--- src/rtl/cpu_bus_arb.sv ---
// cpu_bus_arb: arbiter for master SH2, slave SH2 and SCU; the bus parks on the master.
// Define BUS_ARB_TIMEOUT_EN to enable forced release of a non-master owner after TIMEOUT_CYC ticks.

module cpu_bus_arb #(
  parameter int unsigned TIMEOUT_CYC = 255
) (
  input  logic       CLK,
  input  logic       RST,
  input  logic       CE_R,
  input  logic [2:0] REQ_N,
  input  logic       BUSY,
  output logic [2:0] GNT_N,
  output logic [1:0] OWNER,
  output logic       TIMEOUT
);

  typedef enum logic [1:0] {StPark, StHandoff, StGrant} state_e;

  localparam logic [1:0] OwnMaster = 2'd0;
  localparam logic [1:0] OwnSlave  = 2'd1;
  localparam logic [1:0] OwnScu    = 2'd2;
  localparam logic [1:0] OwnNone   = 2'd3;

  if (TIMEOUT_CYC < 1 || TIMEOUT_CYC > 255) begin : gen_bad_timeout
    $error("TIMEOUT_CYC must be in 1..255");
  end

  state_e     state_q, state_d;
  logic [1:0] win_q, win_d;
  logic [1:0] last_q, last_d;
  logic [2:0] gnt_n_q, gnt_n_d;
  logic [1:0] owner_q, owner_d;

  // Index 0 = slave SH2, index 1 = SCU.
  logic [1:0] eff_mask;
  logic [1:0] req_act;
  logic       own_req;
  logic       oth_act;
  logic [1:0] oth_code;
  logic       unused_master_req;

  // The master never needs to ask: the bus parks on it.
  assign unused_master_req = REQ_N[0];

  assign req_act  = ~REQ_N[2:1] & ~eff_mask;
  assign own_req  = (win_q == OwnSlave) ? ~REQ_N[1] : ~REQ_N[2];
  assign oth_act  = (win_q == OwnSlave) ? req_act[1] : req_act[0];
  assign oth_code = (win_q == OwnSlave) ? OwnScu : OwnSlave;

  // On a tie the requester that did not win last time goes first.
  function automatic logic [1:0] pick_winner(input logic [1:0] act, input logic [1:0] last);
    logic [1:0] w;
    case (act)
      2'b01:   w = OwnSlave;
      2'b10:   w = OwnScu;
      2'b11:   w = (last == OwnScu) ? OwnSlave : OwnScu;
      default: w = OwnNone;
    endcase
    return w;
  endfunction

`ifdef BUS_ARB_TIMEOUT_EN
  localparam logic [7:0] TimeoutLim = 8'(TIMEOUT_CYC);

  logic [7:0] cnt_q, cnt_d, cnt_inc;
  logic [1:0] mask_q, mask_d;
  logic       timeout_q, timeout_d;
  logic       at_limit;

  // Saturates at the limit so a busy owner is released on its first idle tick.
  assign cnt_inc  = (cnt_q == TimeoutLim) ? cnt_q : cnt_q + 8'd1;
  assign at_limit = (cnt_inc == TimeoutLim);
  assign eff_mask = mask_q;
  assign TIMEOUT  = timeout_q;
`else
  assign eff_mask = 2'b00;
  assign TIMEOUT  = 1'b0;
`endif

  always_comb begin
    state_d = state_q;
    win_d   = win_q;
    last_d  = last_q;
`ifdef BUS_ARB_TIMEOUT_EN
    cnt_d     = cnt_q;
    timeout_d = 1'b0;
    mask_d    = mask_q & ~REQ_N[2:1];
`endif
    unique case (state_q)
      StPark: begin
        if (|req_act && !BUSY) begin
          state_d = StHandoff;
          win_d   = pick_winner(req_act, last_q);
        end
      end
      StHandoff: begin
        if (win_q != OwnNone) begin
          state_d = StGrant;
          last_d  = win_q;
`ifdef BUS_ARB_TIMEOUT_EN
          cnt_d   = 8'd0;
`endif
        end else begin
          state_d = StPark;
        end
      end
      StGrant: begin
`ifdef BUS_ARB_TIMEOUT_EN
        cnt_d = cnt_inc;
`endif
        if (!BUSY && !own_req) begin
          state_d = StHandoff;
          win_d   = oth_act ? oth_code : OwnNone;
        end
`ifdef BUS_ARB_TIMEOUT_EN
        else if (!BUSY && at_limit) begin
          state_d   = StHandoff;
          win_d     = oth_act ? oth_code : OwnNone;
          timeout_d = 1'b1;
          if (win_q == OwnSlave) mask_d[0] = 1'b1;
          else                   mask_d[1] = 1'b1;
        end
`endif
      end
      default: state_d = StPark;
    endcase
  end

  // Outputs are decoded from the next state so they can be registered.
  always_comb begin
    gnt_n_d = 3'b110;
    owner_d = OwnMaster;
    case (state_d)
      StHandoff: begin
        gnt_n_d = 3'b111;
        owner_d = OwnNone;
      end
      StGrant: begin
        if (win_d == OwnSlave) begin
          gnt_n_d = 3'b101;
          owner_d = OwnSlave;
        end else begin
          gnt_n_d = 3'b011;
          owner_d = OwnScu;
        end
      end
      default: ;
    endcase
  end

  always_ff @(posedge CLK or posedge RST) begin
    if (RST) begin
      state_q <= StPark;
      win_q   <= OwnNone;
      last_q  <= OwnScu;
      gnt_n_q <= 3'b110;
      owner_q <= OwnMaster;
    end else if (CE_R) begin
      state_q <= state_d;
      win_q   <= win_d;
      last_q  <= last_d;
      gnt_n_q <= gnt_n_d;
      owner_q <= owner_d;
    end
  end

`ifdef BUS_ARB_TIMEOUT_EN
  always_ff @(posedge CLK or posedge RST) begin
    if (RST) begin
      cnt_q     <= 8'd0;
      mask_q    <= 2'b00;
      timeout_q <= 1'b0;
    end else if (CE_R) begin
      cnt_q     <= cnt_d;
      mask_q    <= mask_d;
      timeout_q <= timeout_d;
    end
  end
`endif

  assign GNT_N = gnt_n_q;
  assign OWNER = owner_q;

endmodule

--- config.mk ---
export PLATFORM = sky130hd
export DESIGN_NAME = cpu_bus_arb
export DESIGN_NICKNAME = d
export VERILOG_FILES = /design/src/rtl/cpu_bus_arb.sv
export SDC_FILE = /design/constraint.sdc
export NUM_CORES = 1
export LEC_CHECK = 0
export BUFFER_PORTS_ARGS = -buffer_cell sky130_fd_sc_hd__buf_2
export CAP_MARGIN = 25
export CELL_PAD_IN_SITES_DETAIL_PLACEMENT = 0
export CELL_PAD_IN_SITES_GLOBAL_PLACEMENT = 1
export CORE_ASPECT_RATIO = 0.9
export CORE_UTILIZATION = 42
export CTS_CLUSTER_DIAMETER = 120
export DETAILED_ROUTE_END_ITERATION = 16
export GPL_TIMING_DRIVEN = 1
export PLACE_DENSITY = 0.82
export SYNTH_ARGS = -nofsm -noshare
export SYNTH_HDL_FRONTEND = slang
export SYNTH_SLANG_ARGS = --single-unit
export TNS_END_PERCENT = 50
--- constraint.sdc ---
create_clock -name CLK -period 3.7 [get_ports CLK]
set_input_delay 0.555 -clock CLK [delete_from_list [all_inputs] [get_ports CLK]]
set_output_delay 0.555 -clock CLK [all_outputs]
set_load 0.005 [all_outputs]
==> results.cfg, run 1 <==
[yosys]
yosysSeqAreaShare = 0.391
async_flop_share = 1.00
yosys.area.top_type = dfrtp_1
synth_cell_types = 34
synth_area_um2 = 721
netlist_instances = 82
syn_avg_cell_area_um2 = 8.79
synth.area.top_cells = dfrtp_1, dfstp_2, nor2_1
synth_top_area_frac = 0.208
syn_nets = 91
yosys_warnings = 0
ys_top_cells_by_count = nor2_1, inv_1, dfrtp_1
ys.flop_type = dfrtp_1
synth_edf_count = 0
yosysMostFrequentCell = nor2_1
ys_ff_latch = 11

[final_layout]
diodes = 0
area_delta_synth_final_pct = 10.2
drive_above_1_share = 0.253
final_nets = 101

[floorplanning]
core_um2 = 1530
dieHeight_um = 41.3
io_pins = 13
fp.dieW_um = 45.7
dieArea_um2 = 1890
start_util = 0.471
rows = 13

[global_route]
grt_usage = 0.184
overflow = 0
grt_pass1_wl_um = 2350
use_met3 = 0.0388
grt_pass1_vias = 531
busiest_layer = met2
use_met1 = 0.246
grt_max_degree = 15
use_met2 = 0.286
antenna_found_initial = 0

[hold_path]
hold_path_class = in -> async

[placed_design]
dp_slack_ps = 1300
numPortBuffers = 10
place.gp.congestion = 0.787
dpl.hpwl_um = 1060

[setup_path]
crit_buf_inv = 1
cp_slowest_stage_delay_ps = 650
crit_path_max_fanout = 9
crit_required_ps = 3910
start_kind = flop
crit_type = reg -> reg
worstRegToRegCells = 9
cp_num_cells = 9
path_delay_family = compound AO/OA/AOI/OAI gates
worst_path_max_delay_cell = dfstp_2
reg2reg_slack_ps = 1470
path_cells = nor2b_4 > o21ai_2 > a2bb2oi_1 > inv_1 > ha_1 > nor2b_1 > nand2_1 > o21ai_0 > a31o_1
setup.worst_path.end_class = flop
cp.arrival_ps = 2440
r2r_end = OWNER[1]
r2r_start = win_q[1]

[detailed_routing]
vias = 587
dr.pass1.iters = 4
finalWirelength_um = 1430
drc_errors = 0
drtIter0Drc = 11
avgViaCountPerCell = 5.19
wire_per_inst_um = 12.7
ant_nets = 0

[flow_run]
max-cap-violations = 0

[cts]
clk_pin_slew_ps = 80
cts_resized = 0
postCtsHoldBufs = 0
cts_tree = built
postCtsSetupBuffers = 0
clock_sinks = 11
worstSkewPairLatency_ps = 270
htree_levels = 1
cts-buffers-inserted = 3
root_buffer = clkbuf_4
clock_path_buffers = 2

[run_status]
status = complete, no violations

[sta]
slew_viol_final = 0
final-hold-violation-count = 0
timing.final.crit_period_ps = 2230
max_freq_mhz = 448
finalSetupTns_ps = 0
grt_setup_unrepaired = false
fin_skew_ps = 1.33
setup_viol = 0
post-route-period-util = 0.603
setup_ws_ps = 1470

[power]
peakVddDrop_uv = 384
power.density_nw_per_um2 = 800
p_leak_nw = 0.354
==> flip-flops by register name, indices dropped and copies added, names as in the netlist <==
name	cells
win_q	2
state_q	2
last_q	2
GNT_N	3
OWNER	2
==> placed cells by master (no fill, tap or decap), drive strengths merged, types with 4 or more instances in the layout <==
cell,Yosys,layout
nor2,15,15
buf,2,10
inv,8,8
dfrtp,6,6
dfstp,5,5
a21oi,4,4
o21ai,4,4
clkbuf,3,4
==> worst max path at each step <==
stage                     slack [ps]  endpoint      from
final                           1470  OWNER[1]  win_q[1]
after global placement          1320  OWNER[1]      BUSY
after global routing            1260  OWNER[1]  win_q[1]
after detailed placement        1300  OWNER[1]      BUSY
after floorplan                 1690  OWNER[1]      BUSY
after CTS                       1450  OWNER[1]  win_q[1]
==> cells by family after synthesis <==
| group | Yosys count | synth area share |
|---|---|---|
| DFF | 11 | 0.391 |
| buffers and inverters | 13 | 0.0833 |
| muxes | 4 | 0.0590 |
| AOI/OAI and AO/OA | 22 | 0.212 |
| adders and majority gates | 2 | 0.0347 |
| and+or+nand+nor | 29 | 0.215 |
| other | 1 | 0.00520 |
==> power breakdown <==
part / leakage, nW / internal, W / switching (W)
combinational: 0.211 / 0.000138 / 0.000149
clock: 0.0150 / 0.0000417 / 0.0000444
sequential: 0.128 / 0.000194 / 0.0000684
==> through the flow <==
stage,hold WS [ps],instances,instance area (µm²),total power (W),utilization
floorplan,404,82,721,0.000481,-
global placement,479,109,768,0.000535,0.502
detailed placement,498,109,768,0.000550,0.502
CTS,274,113,795,0.000635,0.520
global route,296,113,795,0.000693,0.520
finish,262,113,795,0.000636,0.520
==> area by class of cell <==
| class | count | area [µm²] |
|---|---|---|
| fill | 158 | 734 |
| multi-input combinational | 58 | 379 |
| sequential | 11 | 282 |
| timing repair buffer | 10 | 50.0 |
| inverter | 8 | 30.0 |
| tap | 22 | 27.5 |
| clock buffer | 4 | 26.3 |
==> per-layer routing <==
metal  share of wire  vias up
li1                -      299
met3           0.038        4
met2            0.44       18
met5               0        -
met1            0.51      266
met4           0.017        0
==> worst register-to-register path: cells and delay by family (launching register included) <==
family / cells / cell delay, ps
AOI/OAI and AO/OA: 4 / 690
DFF: 1 / 650
and+or+nand+nor: 3 / 470
adders and majority gates: 1 / 290
buffers and inverters: 1 / 80
No activity file was read; power rests on OpenSTA's default activity.
==> inputs of run 2 (changes only) <==
ABC_AREA = 1   (was unset)
CORE_UTILIZATION = 37   (was 42)
PLACE_DENSITY = 0.76   (was 0.82)
clock period = 2.2 ns   (was 3.7 ns; I/O delays follow)
==> run 2 against run 1 <==
  * Maximum frequency is 16% higher
  * Combinational power is 62% higher
  * Total power grew 55%
  * Sequential share of layout area is 0.44 points lower
  * Count of clock-buffer cells in the layout unchanged
  * First-iteration DRC count is 45% higher
  * Sequential power rose by 44%
  * Via count increased by 4.1%
  * Routed wire length down 13%
  * Clock skew down 0.75 ps
  * Critical path depth is 2 higher
==> results.cfg, run 2 <==
[yosys]
synth-simple-area-share = 0.343
async_flop_share = 1.00
ys_ff_latch = 11
synth_area_um2 = 711
synth_top_area_frac = 0.211
synth_edf_count = 0
yosys.area.top_type = dfrtp_1
synth.area.top_cells = dfrtp_1, dfstp_2, nand2_1
synth_compound_area_frac = 0.107
syn_avg_cell_area_um2 = 7.33
synth_cell_types = 23
syn_nets = 106
synthXorXnorAreaFrac = 0
synth_top_family_by_area = simple AND/OR/NAND/NOR gates
ys_top_cells_by_count = nand2_1, inv_1, nor2_1
netlist_instances = 97
yosysSeqAreaShare = 0.396
yosys_warnings = 0
post_synth_mux_area_share = 0
synth_adder_area_share = 0.0352
ys.flop_type = dfrtp_1
yosysMostFrequentCell = nand2_1

[global_route]
grt_usage = 0.149
overflow = 0
grt_pass1_wl_um = 2100
antenna_found_initial = 0
grt_pass1_vias = 503
grt_max_degree = 12

[detailed_routing]
drc_errors = 0
avgViaCountPerCell = 4.59
wire_per_inst_um = 9.40
finalWirelength_um = 1250
drtIter0Drc = 16
ant_nets = 0
vias = 611
dr.pass1.iters = 4

[final_layout]
diodes = 0
stdcell_count = 133
drive_above_1_share = 0.312
final_nets = 119
largest_register_ffs = 3
area_delta_synth_final_pct = 13.2
final_cell_mix = nand2_1, inv_1, buf_2
final_common_cell = nand2_1

[cts]
htree_levels = 1
cts_resized = 0
postCtsSetupBuffers = 0
cts-buffers-inserted = 3
cts_tree = built
clock_sinks = 11
clock_path_buffers = 2
worstSkewPairLatency_ps = 270
root_buffer = clkbuf_4
postCtsHoldBufs = 0
clk_pin_slew_ps = 70

[hold_path]
hold_path_class = in -> async

[setup_path]
setup.worst_path.end_class = flop
worstRegToRegCells = 11
start_kind = flop
crit_required_ps = 2410
r2r_start = win_q[1]
cp.arrival_ps = 2130
r2r_end = GNT_N[2]
reg2reg_slack_ps = 280
critical_path.startpoint = win_q[1]
crit_type = reg -> reg
crit_path_max_fanout = 4

[placed_design]
place.gp.congestion = 0.754
dpl.hpwl_um = 986
numPortBuffers = 10
numPlacedInstances = 129

[floorplanning]
start_util = 0.410
fp.dieW_um = 48.2
io_pins = 13
dieArea_um2 = 2100
rows = 14
core_um2 = 1730
dieHeight_um = 43.6

[sta]
timing.final.crit_period_ps = 1920
fin_skew_ps = 0.582
setup_viol = 0
final-hold-violation-count = 0
finalSetupTns_ps = 0
max_freq_mhz = 522
post-route-period-util = 0.871
slew_viol_final = 0
grt_setup_unrepaired = false

[run_status]
status = complete, no violations

[power]
power.density_nw_per_um2 = 1220
peakVddDrop_uv = 501
p_leak_nw = 0.439

[flow_run]
max-cap-violations = 0
-- run 2: cell count changes after synthesis, sizes merged, moves of 3 or more --
| cell | before | now |
|---|---|---|
| nand3 | 1 | 5 |
| nor2b | 3 | 0 |
| inv | 8 | 18 |
| nor2 | 15 | 11 |
| nand2 | 3 | 30 |
-- run 2: worst max-delay path by stage --
stage                     to  slack [ps]  cells after the start
global route        GNT_N[1]          60                     11
global placement    GNT_N[2]         270                     11
finish              GNT_N[2]         280                     11
detailed placement  GNT_N[2]         290                     11
floorplan           GNT_N[1]         510                     11
CTS                 GNT_N[2]         270                     11
-- run 2: metrics by stage --
stage               utilization  power, W  cell area [µm²]  setup slack [ps]  hold slack [ps]
global route              0.464   0.00109              805              62.4             70.9
finish                    0.464  0.000984              805               283             37.0
detailed placement        0.449  0.000851              778               292              345
CTS                       0.464  0.000998              805               273             46.0
floorplan                     -  0.000740              711               509              179
global placement          0.449  0.000848              778               272              338
-- run 2: power by group --
part,leakage [nW],switching [W],internal [W]
sequential,0.130,0.0000631,0.000317
clock,0.0150,0.0000678,0.0000703
combinational,0.295,0.000285,0.000180
-- run 2: worst max-delay path, stage by stage (launching register included) --
cell and delay [ps]:
dfstp_2 560, inv_2 70, nand2_2 70, nand2_2 60, nand4_1 90, inv_1 50, a21oi_1 220, ha_1 300
nor2_1 230, nand3_1 110, nand2_1 60, inv_1 30
-- run 2: cells by family after synthesis --
kind of cell,count (synthesis)
flip-flops,11
adder cells (fa/ha/maj),2
other,1
AO/OA/AOI/OAI,13
AND/OR/NAND/NOR,50
buffers and inverters,20
-- run 2: layer usage --
layer  track usage  routed length, µm
met3        0.0625                 85
met5             0                  0
met1         0.213                639
met2         0.192                515
met4        0.0667                 10
-- run 2: final cells by class --
class                           instances  area [µm²]
Sequential cell                        11         282
Tap cell                               24        30.0
Multi-Input combinational cell         66         349
Clock buffer                            4        26.3
Inverter                               18        67.6
Timing Repair Buffer                   10        50.0
Fill cell                             182         930
